## config.mk

```make
export PLATFORM = sky130hd
export DESIGN_NAME = m_mem_arbiter
export DESIGN_NICKNAME = d
export VERILOG_FILES = /design/src/rtl/m_mem_arbiter.sv
export SDC_FILE = /design/constraint.sdc
export NUM_CORES = 1
export LEC_CHECK = 0
export BUFFER_PORTS_ARGS = -buffer_cell sky130_fd_sc_hd__buf_2
export CORE_AREA = 5 5 128 130
export CTS_BUF_LIST = sky130_fd_sc_hd__clkbuf_16
export CTS_CLUSTER_DIAMETER = 120
export DETAILED_ROUTE_END_ITERATION = 6
export DIE_AREA = 0 0 133 135
export PLACE_DENSITY = 0.82
export SLEW_MARGIN = 20
export SYNTH_ARGS = -nofsm -noshare
export SYNTH_HDL_FRONTEND = slang
export SYNTH_SLANG_ARGS = --single-unit
```

## constraint.sdc

```tcl
create_clock -name i_clk -period 8.45 [get_ports i_clk]
set_clock_uncertainty 0.2 [all_clocks]
set_input_delay 2.535 -clock i_clk [delete_from_list [all_inputs] [get_ports i_clk]]
set_output_delay 2.535 -clock i_clk [all_outputs]
set_load 0.01 [all_outputs]
```

## src/rtl/m_mem_arbiter.sv

```systemverilog
// m_mem_arbiter: round-robin arbiter that serialises N_REQ requesters onto one
// single-port, variable-latency memory. Each transaction is latched, held on
// the memory bus until i_mem_ack or a timeout, then completed to the winner
// with a one-cycle ack.
//
// Handshake: a requester raises i_req[k] with stable we/addr/wdata and holds it
// until o_ack[k] pulses for one cycle (with o_err/o_rdata valid in that same
// cycle). The memory side sees o_mem_req held high with stable we/addr/wdata
// until the cycle i_mem_ack is sampled high; i_mem_rdata is valid in that cycle.
module m_mem_arbiter #(
    parameter int N_REQ   = 3,
    parameter int TIMEOUT = 16
) (
    input  logic                  i_clk,
    input  logic                  i_reset,
    input  logic [N_REQ-1:0]      i_req,
    input  logic [N_REQ-1:0]      i_we,
    input  logic [32*N_REQ-1:0]   i_addr,
    input  logic [32*N_REQ-1:0]   i_wdata,
    output logic [N_REQ-1:0]      o_ack,
    output logic                  o_err,
    output logic [31:0]           o_rdata,
    output logic                  o_busy,
    output logic [2:0]            o_grant_id,
    output logic                  o_mem_req,
    output logic                  o_mem_we,
    output logic [31:0]           o_mem_addr,
    output logic [31:0]           o_mem_wdata,
    input  logic                  i_mem_ack,
    input  logic [31:0]           i_mem_rdata
);

    localparam int CW = (TIMEOUT > 1) ? $clog2(TIMEOUT) : 1;

    typedef enum logic [1:0] {
        ST_IDLE   = 2'd0,
        ST_ACCESS = 2'd1,
        ST_RESP   = 2'd2
    } state_t;

    state_t            state_q, state_d;
    logic [2:0]        last_q, last_d;
    logic [2:0]        grant_q, grant_d;
    logic [CW-1:0]     cnt_q, cnt_d;
    logic [N_REQ-1:0]  ack_q, ack_d;
    logic              err_q, err_d;
    logic [31:0]       rdata_q, rdata_d;
    logic              mem_req_q, mem_req_d;
    logic              mem_we_q, mem_we_d;
    logic [31:0]       mem_addr_q, mem_addr_d;
    logic [31:0]       mem_wdata_q, mem_wdata_d;

    // Winner search and selected requester fields.
    logic              win_found;
    logic [2:0]        win_idx;
    logic [7:0]        req_pad;
    logic              sel_we;
    logic [31:0]       sel_addr;
    logic [31:0]       sel_wdata;
    logic [7:0]        ack_pad;

    // Round-robin search: first set request starting just after the last winner.
    always_comb begin
        int pos;
        win_found = 1'b0;
        win_idx   = '0;
        req_pad   = 8'(i_req);
        for (int i = 1; i <= N_REQ; i++) begin
            pos = int'(last_q) + i;
            if (pos >= N_REQ) begin
                pos = pos - N_REQ;
            end
            if (!win_found && req_pad[3'(pos)]) begin
                win_found = 1'b1;
                win_idx   = 3'(pos);
            end
        end
    end

    // Mux the winning requester's transaction fields.
    always_comb begin
        sel_we    = 1'b0;
        sel_addr  = '0;
        sel_wdata = '0;
        for (int k = 0; k < N_REQ; k++) begin
            if (win_idx == 3'(k)) begin
                sel_we    = i_we[k];
                sel_addr  = i_addr[32*k +: 32];
                sel_wdata = i_wdata[32*k +: 32];
            end
        end
    end

    // One-hot ack pattern for the current grant.
    always_comb begin
        ack_pad = 8'b1 << grant_q;
    end

    // Next-state and registered-output logic; everything holds by default.
    always_comb begin
        state_d     = state_q;
        last_d      = last_q;
        grant_d     = grant_q;
        cnt_d       = cnt_q;
        ack_d       = '0;
        err_d       = 1'b0;
        rdata_d     = rdata_q;
        mem_req_d   = mem_req_q;
        mem_we_d    = mem_we_q;
        mem_addr_d  = mem_addr_q;
        mem_wdata_d = mem_wdata_q;

        case (state_q)
            ST_IDLE: begin
                if (win_found) begin
                    mem_req_d   = 1'b1;
                    mem_we_d    = sel_we;
                    mem_addr_d  = sel_addr;
                    mem_wdata_d = sel_wdata;
                    grant_d     = win_idx;
                    last_d      = win_idx;
                    cnt_d       = '0;
                    state_d     = ST_ACCESS;
                end
            end
            ST_ACCESS: begin
                // An ack on the timeout cycle still counts as a normal completion.
                if (i_mem_ack) begin
                    rdata_d   = i_mem_rdata;
                    err_d     = 1'b0;
                    mem_req_d = 1'b0;
                    ack_d     = ack_pad[N_REQ-1:0];
                    state_d   = ST_RESP;
                end else if (cnt_q == CW'(TIMEOUT - 1)) begin
                    rdata_d   = '0;
                    err_d     = 1'b1;
                    mem_req_d = 1'b0;
                    ack_d     = ack_pad[N_REQ-1:0];
                    state_d   = ST_RESP;
                end else begin
                    cnt_d = cnt_q + CW'(1);
                end
            end
            ST_RESP: begin
                // No arbitration here, so a request still high is not regranted.
                state_d = ST_IDLE;
            end
            default: begin
                state_d = ST_IDLE;
            end
        endcase
    end

    // State and output registers with synchronous reset.
    always_ff @(posedge i_clk) begin
        if (i_reset) begin
            state_q     <= ST_IDLE;
            last_q      <= 3'(N_REQ - 1);
            grant_q     <= '0;
            cnt_q       <= '0;
            ack_q       <= '0;
            err_q       <= 1'b0;
            rdata_q     <= '0;
            mem_req_q   <= 1'b0;
            mem_we_q    <= 1'b0;
            mem_addr_q  <= '0;
            mem_wdata_q <= '0;
        end else begin
            state_q     <= state_d;
            last_q      <= last_d;
            grant_q     <= grant_d;
            cnt_q       <= cnt_d;
            ack_q       <= ack_d;
            err_q       <= err_d;
            rdata_q     <= rdata_d;
            mem_req_q   <= mem_req_d;
            mem_we_q    <= mem_we_d;
            mem_addr_q  <= mem_addr_d;
            mem_wdata_q <= mem_wdata_d;
        end
    end

    assign o_ack       = ack_q;
    assign o_err       = err_q;
    assign o_rdata     = rdata_q;
    assign o_busy      = (state_q != ST_IDLE);
    assign o_grant_id  = grant_q;
    assign o_mem_req   = mem_req_q;
    assign o_mem_we    = mem_we_q;
    assign o_mem_addr  = mem_addr_q;
    assign o_mem_wdata = mem_wdata_q;

endmodule

```

Word-level counts from Yosys, hierarchy flattened --
Cells that the tools add are included.
Storage, ports and cells: flip-flop bits (word level) 114, latch bits 0, memory bits (writable) 0, ROM bits 0, input port bits 233, memories 0
Cells by class: add/sub/neg operators 7, multiply operators 0, divide/modulo/power cells 0, $lt $le $gt $ge 6, equal/unequal tests 8, shift-type cells 1, muxes and demuxes 44, bitwise gates (word level) 1, reduce and logical (&&, ||, !) cells 16
Operators by type and width (number):
- 32-bit 2-to-1 mux | 8
- 3-bit 2-to-1 mux | 8
- 1-bit 2-to-1 mux | 16
- 3-bit by 5-bit < comparator with 1-bit output, second input constant | 3
- 4-bit by 2-bit >= comparator with 1-bit output, second input constant | 3
- 4-bit 2-to-1 mux | 3
- 1-bit binary-select mux with 3-bit select | 3
- 3-bit by 2-bit subtractor with 3-bit output, second input constant | 3
- 3-bit by 2-bit adder with 4-bit output, second input constant | 2
- 4-bit one-hot mux with 2 select lines | 1
- 2-bit 2-to-1 mux | 3
- 2-bit inequality test, second input constant | 3
- 2-bit AND reduction | 3
- 2-bit nonzero test | 3
- 3-bit by 1-bit adder with 4-bit output, second input constant | 1
- 4-bit by 1-bit adder with 4-bit output, second input constant | 1
- 4-bit == test, second input constant | 1
- 2-bit one-hot mux with 2 select lines | 1
- 4-bit AND reduction | 1
- 3-bit by 1-bit == test with 1-bit output, second input constant | 1
- 3-bit by 2-bit == test with 1-bit output, second input constant | 1
- 3-bit zero test | 1
- 3-bit inequality test, second input constant | 1
- 3-bit AND reduction | 1
- 9 further kinds | 11

Depth between registers and ports, before layout --
depth in word-level cells 17, gate-level depth with buffers 14, depth with buffers taken out 9

Worst setup path after synthesis --
OpenSTA, ideal clock, no wires.
kind input to register, start in i_req[1], end reg mem_addr_q[0], in the netlist o_mem_addr[0], setup time 69 ps, arrival 4246 ps, setup slack 3935 ps, stages on the path 9, path buffers 2, cells stage by stage nand2_1 -> o32ai_1 -> o31ai_2 -> o211ai_1 -> a221oi_1 -> buf_2 -> clkbuf_1 -> nand2_1 -> o21ai_1
On the way: cells in the longest elaborated chain, start to end 14, elaborated cells between the ends (all ways) 26, those cells by class eq/ne (2); mux (18); reduce/logical (6)
RTL lines:
- start: declaration | line 16 | input logic [N_REQ-1:0] i_req,
- 1-bit binary-select mux with 3-bit select | line 73 | if (!win_found && req_pad[3'(pos)]) begin
- 1-bit 2-to-1 mux (implied by the code) (2 in series) | line 73
- 1-bit 2-to-1 mux | line 73
- 1-bit zero test | line 73
- 1-bit logical AND | line 73
- 1-bit 2-to-1 mux | line 73
- 1-bit zero test | line 73
- 1-bit logical AND | line 73
- 3-bit 2-to-1 mux | line 73
- 3-bit zero test | line 86 | if (win_idx == 3'(k)) begin
- 32-bit 2-to-1 mux (3 in series) | line 86
- end signal: assignment | line 178 | mem_addr_q <= mem_addr_d;
- end: declaration | line 50 | logic [31:0] mem_addr_q, mem_addr_d;
Parallel ways exist; a longest one is shown, timed or not. The select of a mux whose other input is x is not followed. A chain may end at the register's enable or synchronous reset.

Worst setup path in the final report --
start in i_req[1], end reg mem_addr_q[22], in the netlist o_mem_addr[22]
Same word-level chain as after synthesis.

==> metrics.txt <==
# TYPE chip_impl_metric gauge
chip_impl_metric{name="proportion_of_layout_cells_with_a_drive_suffix_above_1",unit="%"} 35.6
chip_impl_metric{name="hold_viol",unit=""} 0
chip_impl_metric{name="antenna_violating_nets_post_route",unit=""} 0
chip_impl_info{name="cts.root.buffer_cell",value="sky130_fd_sc_hd__clkbuf_16"} 1
chip_impl_metric{name="start_util",unit="%"} 39.3
chip_impl_info{name="hold_class",value="register to register"} 1
chip_impl_metric{name="drv_cap",unit=""} 0
chip_impl_metric{name="synth_enable_flop_cells",unit=""} 0
chip_impl_metric{name="critical-path-max-stage-delay",unit="ns"} 0.61
chip_impl_metric{name="numCtsBuffers",unit=""} 9
chip_impl_metric{name="globalRoute.totalOverflow",unit=""} 0
chip_impl_metric{name="fin_setup_tns",unit="ns"} 0
chip_impl_metric{name="drtPass1Iterations",unit=""} 5
chip_impl_metric{name="worst_r2r_path_depth",unit=""} 10
chip_impl_metric{name="reg2reg_setup_slack",unit="ns"} 3.67
chip_impl_metric{name="syn-instance-count",unit=""} 763
chip_impl_metric{name="routability_congestion_estimate_from_global_placement",unit=""} 0.934
chip_impl_metric{name="worstPathArrival",unit="ns"} 5.26
chip_impl_metric{name="fp.dieArea",unit="um2"} 18000
chip_impl_metric{name="ys_warn_count",unit=""} 0
chip_impl_info{name="path_common_cell",value="sky130_fd_sc_hd__buf_4"} 1
chip_impl_metric{name="drt-wirelength-per-cell",unit="um"} 17.6
chip_impl_metric{name="finalNonFillerCells",unit=""} 1242
chip_impl_info{name="ys_dominant_reg_cell",value="sky130_fd_sc_hd__dfxtp_1"} 1
chip_impl_metric{name="worst_ir_drop_vdd",unit="mV"} 0.317
chip_impl_metric{name="core_area",unit="um2"} 15000
chip_impl_metric{name="yosysTopAreaCellShare",unit="%"} 37.9
chip_impl_metric{name="max_freq",unit="MHz"} 193
chip_impl_info{name="synthTopCellsByArea",value="sky130_fd_sc_hd__dfxtp_1, sky130_fd_sc_hd__a211oi_1, sky130_fd_sc_hd__o21ai_0"} 1
chip_impl_metric{name="avg_synthesized_cell_area",unit="um2"} 7.74
chip_impl_metric{name="wl",unit="um"} 21800
chip_impl_metric{name="grt.total_usage",unit="%"} 22.8
chip_impl_metric{name="initialDrtViolationCount",unit=""} 575
chip_impl_metric{name="finish.net_count",unit=""} 1289
chip_impl_info{name="path_class",value="input pin to register"} 1
chip_impl_metric{name="cts_resized",unit=""} 0
chip_impl_info{name="timing.critical_path.from_type",value="input pin"} 1
chip_impl_metric{name="synth_area",unit="um2"} 5910
chip_impl_metric{name="grt_antenna_before_repair",unit=""} 1
chip_impl_metric{name="grt_start_max_net_pins",unit=""} 66
chip_impl_metric{name="final_max_slew_viol_count",unit=""} 0
chip_impl_metric{name="placed_cells_incl_taps",unit=""} 1224
chip_impl_info{name="setup.worst_path.start",value="i_req[1]"} 1
chip_impl_metric{name="vias",unit=""} 6842
chip_impl_metric{name="post_synth_num_cell_types",unit=""} 52
chip_impl_metric{name="worst_slew_margin_rel",unit="%"} 42.5
chip_impl_metric{name="power_per_cell_area",unit="nW/um2"} 397
chip_impl_metric{name="number_of_hold_buffers_added_after_cts",unit=""} 0
chip_impl_metric{name="buffer_ports.inserted",unit=""} 338
chip_impl_info{name="grt_setup_unrepaired",value="no"} 1
chip_impl_metric{name="hold_ws",unit="ns"} 0.245
chip_impl_info{name="outcome",value="completed"} 1
chip_impl_info{name="reg2reg_from",value="last_q[0]"} 1
chip_impl_metric{name="first_pass_grt_wire_length",unit="um"} 33200
chip_impl_metric{name="drt_drc_violations_left",unit=""} 0
chip_impl_metric{name="synth.ff_latch_count",unit=""} 112
chip_impl_metric{name="post-route-min-period",unit="ns"} 5.18
chip_impl_metric{name="static_leakage",unit="nW"} 3.73
chip_impl_info{name="r2r-end",value="o_mem_wdata[3]"} 1
chip_impl_metric{name="clk_pin_slew",unit="ns"} 0.07
chip_impl_info{name="cts_tree",value="done"} 1
chip_impl_metric{name="synth_sequential_area_ratio",unit="%"} 37.9
chip_impl_info{name="end_kind",value="register"} 1
chip_impl_metric{name="design_power_total",unit="mW"} 3.14
chip_impl_metric{name="tightestPinTransition",unit="ns"} 0.862
chip_impl_metric{name="min_delay_path_depth",unit=""} 2
chip_impl_metric{name="final.period_utilization",unit="%"} 61.3
chip_impl_metric{name="utilization",unit="%"} 52.6
chip_impl_metric{name="clock-sinks",unit=""} 112
chip_impl_metric{name="async_sr_flop_fraction",unit="%"} 0
chip_impl_metric{name="cts_max_level",unit=""} 3
chip_impl_metric{name="chipHeight",unit="um"} 135
chip_impl_info{name="crit_slowest_cell",value="sky130_fd_sc_hd__a21o_2"} 1
chip_impl_info{name="synth_largest_area_cell",value="sky130_fd_sc_hd__dfxtp_1"} 1
chip_impl_metric{name="placement_rows",unit=""} 45
chip_impl_metric{name="critPathRequiredTime",unit="ns"} 8.53
chip_impl_metric{name="vias_in_the_first_global_route",unit=""} 6437
chip_impl_metric{name="dp_hpwl",unit="um"} 16000
chip_impl_metric{name="cts.repair_timing.setup_buffer_count",unit=""} 0
chip_impl_metric{name="cts_buffer_depth",unit=""} 2
chip_impl_info{name="worst_path_cell_trace",value="buf_2 > nand2_1 > o32ai_1 > o31ai_4 > buf_4 > a21o_2 > buf_4 > a211oi_1 > o21ai_1"} 1
chip_impl_metric{name="die-width",unit="um"} 133
chip_impl_metric{name="vias_per_cell",unit=""} 5.51
chip_impl_metric{name="cp_max_fo",unit=""} 65
chip_impl_metric{name="clk_latency",unit="ns"} 0.35
chip_impl_metric{name="io_pins",unit=""} 339
chip_impl_info{name="timing.critical_path.to",value="o_mem_addr[22]"} 1
chip_impl_metric{name="postSynthNetCount",unit=""} 1004
chip_impl_metric{name="flow.area_growth_from_synthesis",unit="%"} 33.9
chip_impl_metric{name="report.final.setup_viol",unit=""} 0
[per-layer routing]
metal	part of all wire (%)	vias to the layer above	track usage, %
met1	39	3108	27.6
met2	49	348	38.4
met5	0	-	0
met4	3.8	0	10.9
met3	8.4	67	5.10
li1	-	3319	-
[critical path, delay by kind of cell]
family,cells,cell delay (ns)
AO/OA/AOI/OAI,5,1.36
AND/OR/NAND/NOR,1,0.07
buffers and inverters,3,1.25
[how the worst min path moves through the flow]
stage,startpoint,to,slack (ns)
floorplan,cnt_q[2],o_err,0.25
global placement,o_mem_wdata[24],o_mem_wdata[24],0.23
detailed placement,o_mem_wdata[6],o_mem_wdata[6],0.24
CTS,o_mem_wdata[6],o_mem_wdata[6],0.25
global route,o_mem_wdata[6],o_mem_wdata[6],0.26
finish,o_mem_wdata[6],o_mem_wdata[6],0.24
[final cells by class]
cell class	instances	area (um2)
Multi-Input combinational cell	506	3100
Clock inverter	7	72.6
Fill cell	1492	7120
Inverter	72	270
Antenna cell	1	2.50
Clock buffer	9	225
Timing Repair Buffer	347	1760
Tap cell	188	235
Sequential cell	112	2240
[logic make-up after synthesis]
kind of cell    synth area share, %
flops                          37.9
fa+ha+maj                      1.69
simple gates                   10.8
mux                            1.19
compound gates                 37.1
buf+inv                        10.5
xor+xnor                      0.720
[stage by stage]
step | area, um2 | setup slack [ns]
2_1_floorplan | 5910 | 3.94
3_3_place_gp | 7600 | 2.78
3_5_place_dp | 7600 | 2.69
4_1_cts | 7900 | 3.06
5_1_grt | 7910 | 3.09
6_report | 7910 | 3.27
[state kept, by name, summed over array words and instances, names as in the netlist, 2 cells and up]
| signal | count |
|---|---|
| o_mem_addr | 32 |
| o_mem_wdata | 32 |
| o_rdata | 32 |
| state_q | 2 |
| o_ack | 3 |
| last_q | 3 |
| cnt_q | 4 |
[layout by cell type (no fill, tap or decap), types with 3 or more instances in the layout]
cell type                     n
sky130_fd_sc_hd__buf_2      338
sky130_fd_sc_hd__a211oi_1   129
sky130_fd_sc_hd__dfxtp_1    112
sky130_fd_sc_hd__o21ai_0     76
sky130_fd_sc_hd__inv_1       73
sky130_fd_sc_hd__nand2_1     73
sky130_fd_sc_hd__o21ai_1     60
sky130_fd_sc_hd__nor2_1      44
sky130_fd_sc_hd__a22oi_1     32
sky130_fd_sc_hd__a21oi_1     12
sky130_fd_sc_hd__clkbuf_16    9
sky130_fd_sc_hd__ha_1         8
sky130_fd_sc_hd__buf_4        8
sky130_fd_sc_hd__mux2i_1      7
sky130_fd_sc_hd__nand2b_1     6
sky130_fd_sc_hd__nor3_1       5
sky130_fd_sc_hd__nand3_1      5
sky130_fd_sc_hd__nor2b_1      3
sky130_fd_sc_hd__xnor2_1      3
[Yosys cell counts (all sizes together) (2+ instances only)]
cell / count
nand2: 73
a22oi: 32
nand2b: 6
nand3: 5
ha: 8
xnor2: 3
and2: 3
nor2b: 3
nor2: 44
nand4: 2
or3: 2
mux2i: 7
a21oi: 13
buf: 30
nor4: 2
a211oi: 129
nor3: 5
clkbuf: 43
a21o: 2
o211ai: 2
o2111a: 2
o31ai: 3
o2111ai: 2
a221oi: 2
inv: 72
o21ai: 137
dfxtp: 112
[power breakdown]
group | switching (mW) | total, mW | leakage [nW] | internal [mW]
clock network | 0.205 | 0.436 | 0.147 | 0.231
registers | 0.0707 | 0.737 | 0.919 | 0.667
logic | 1.31 | 1.97 | 2.66 | 0.656
No activity file was read; power rests on OpenSTA's default activity.
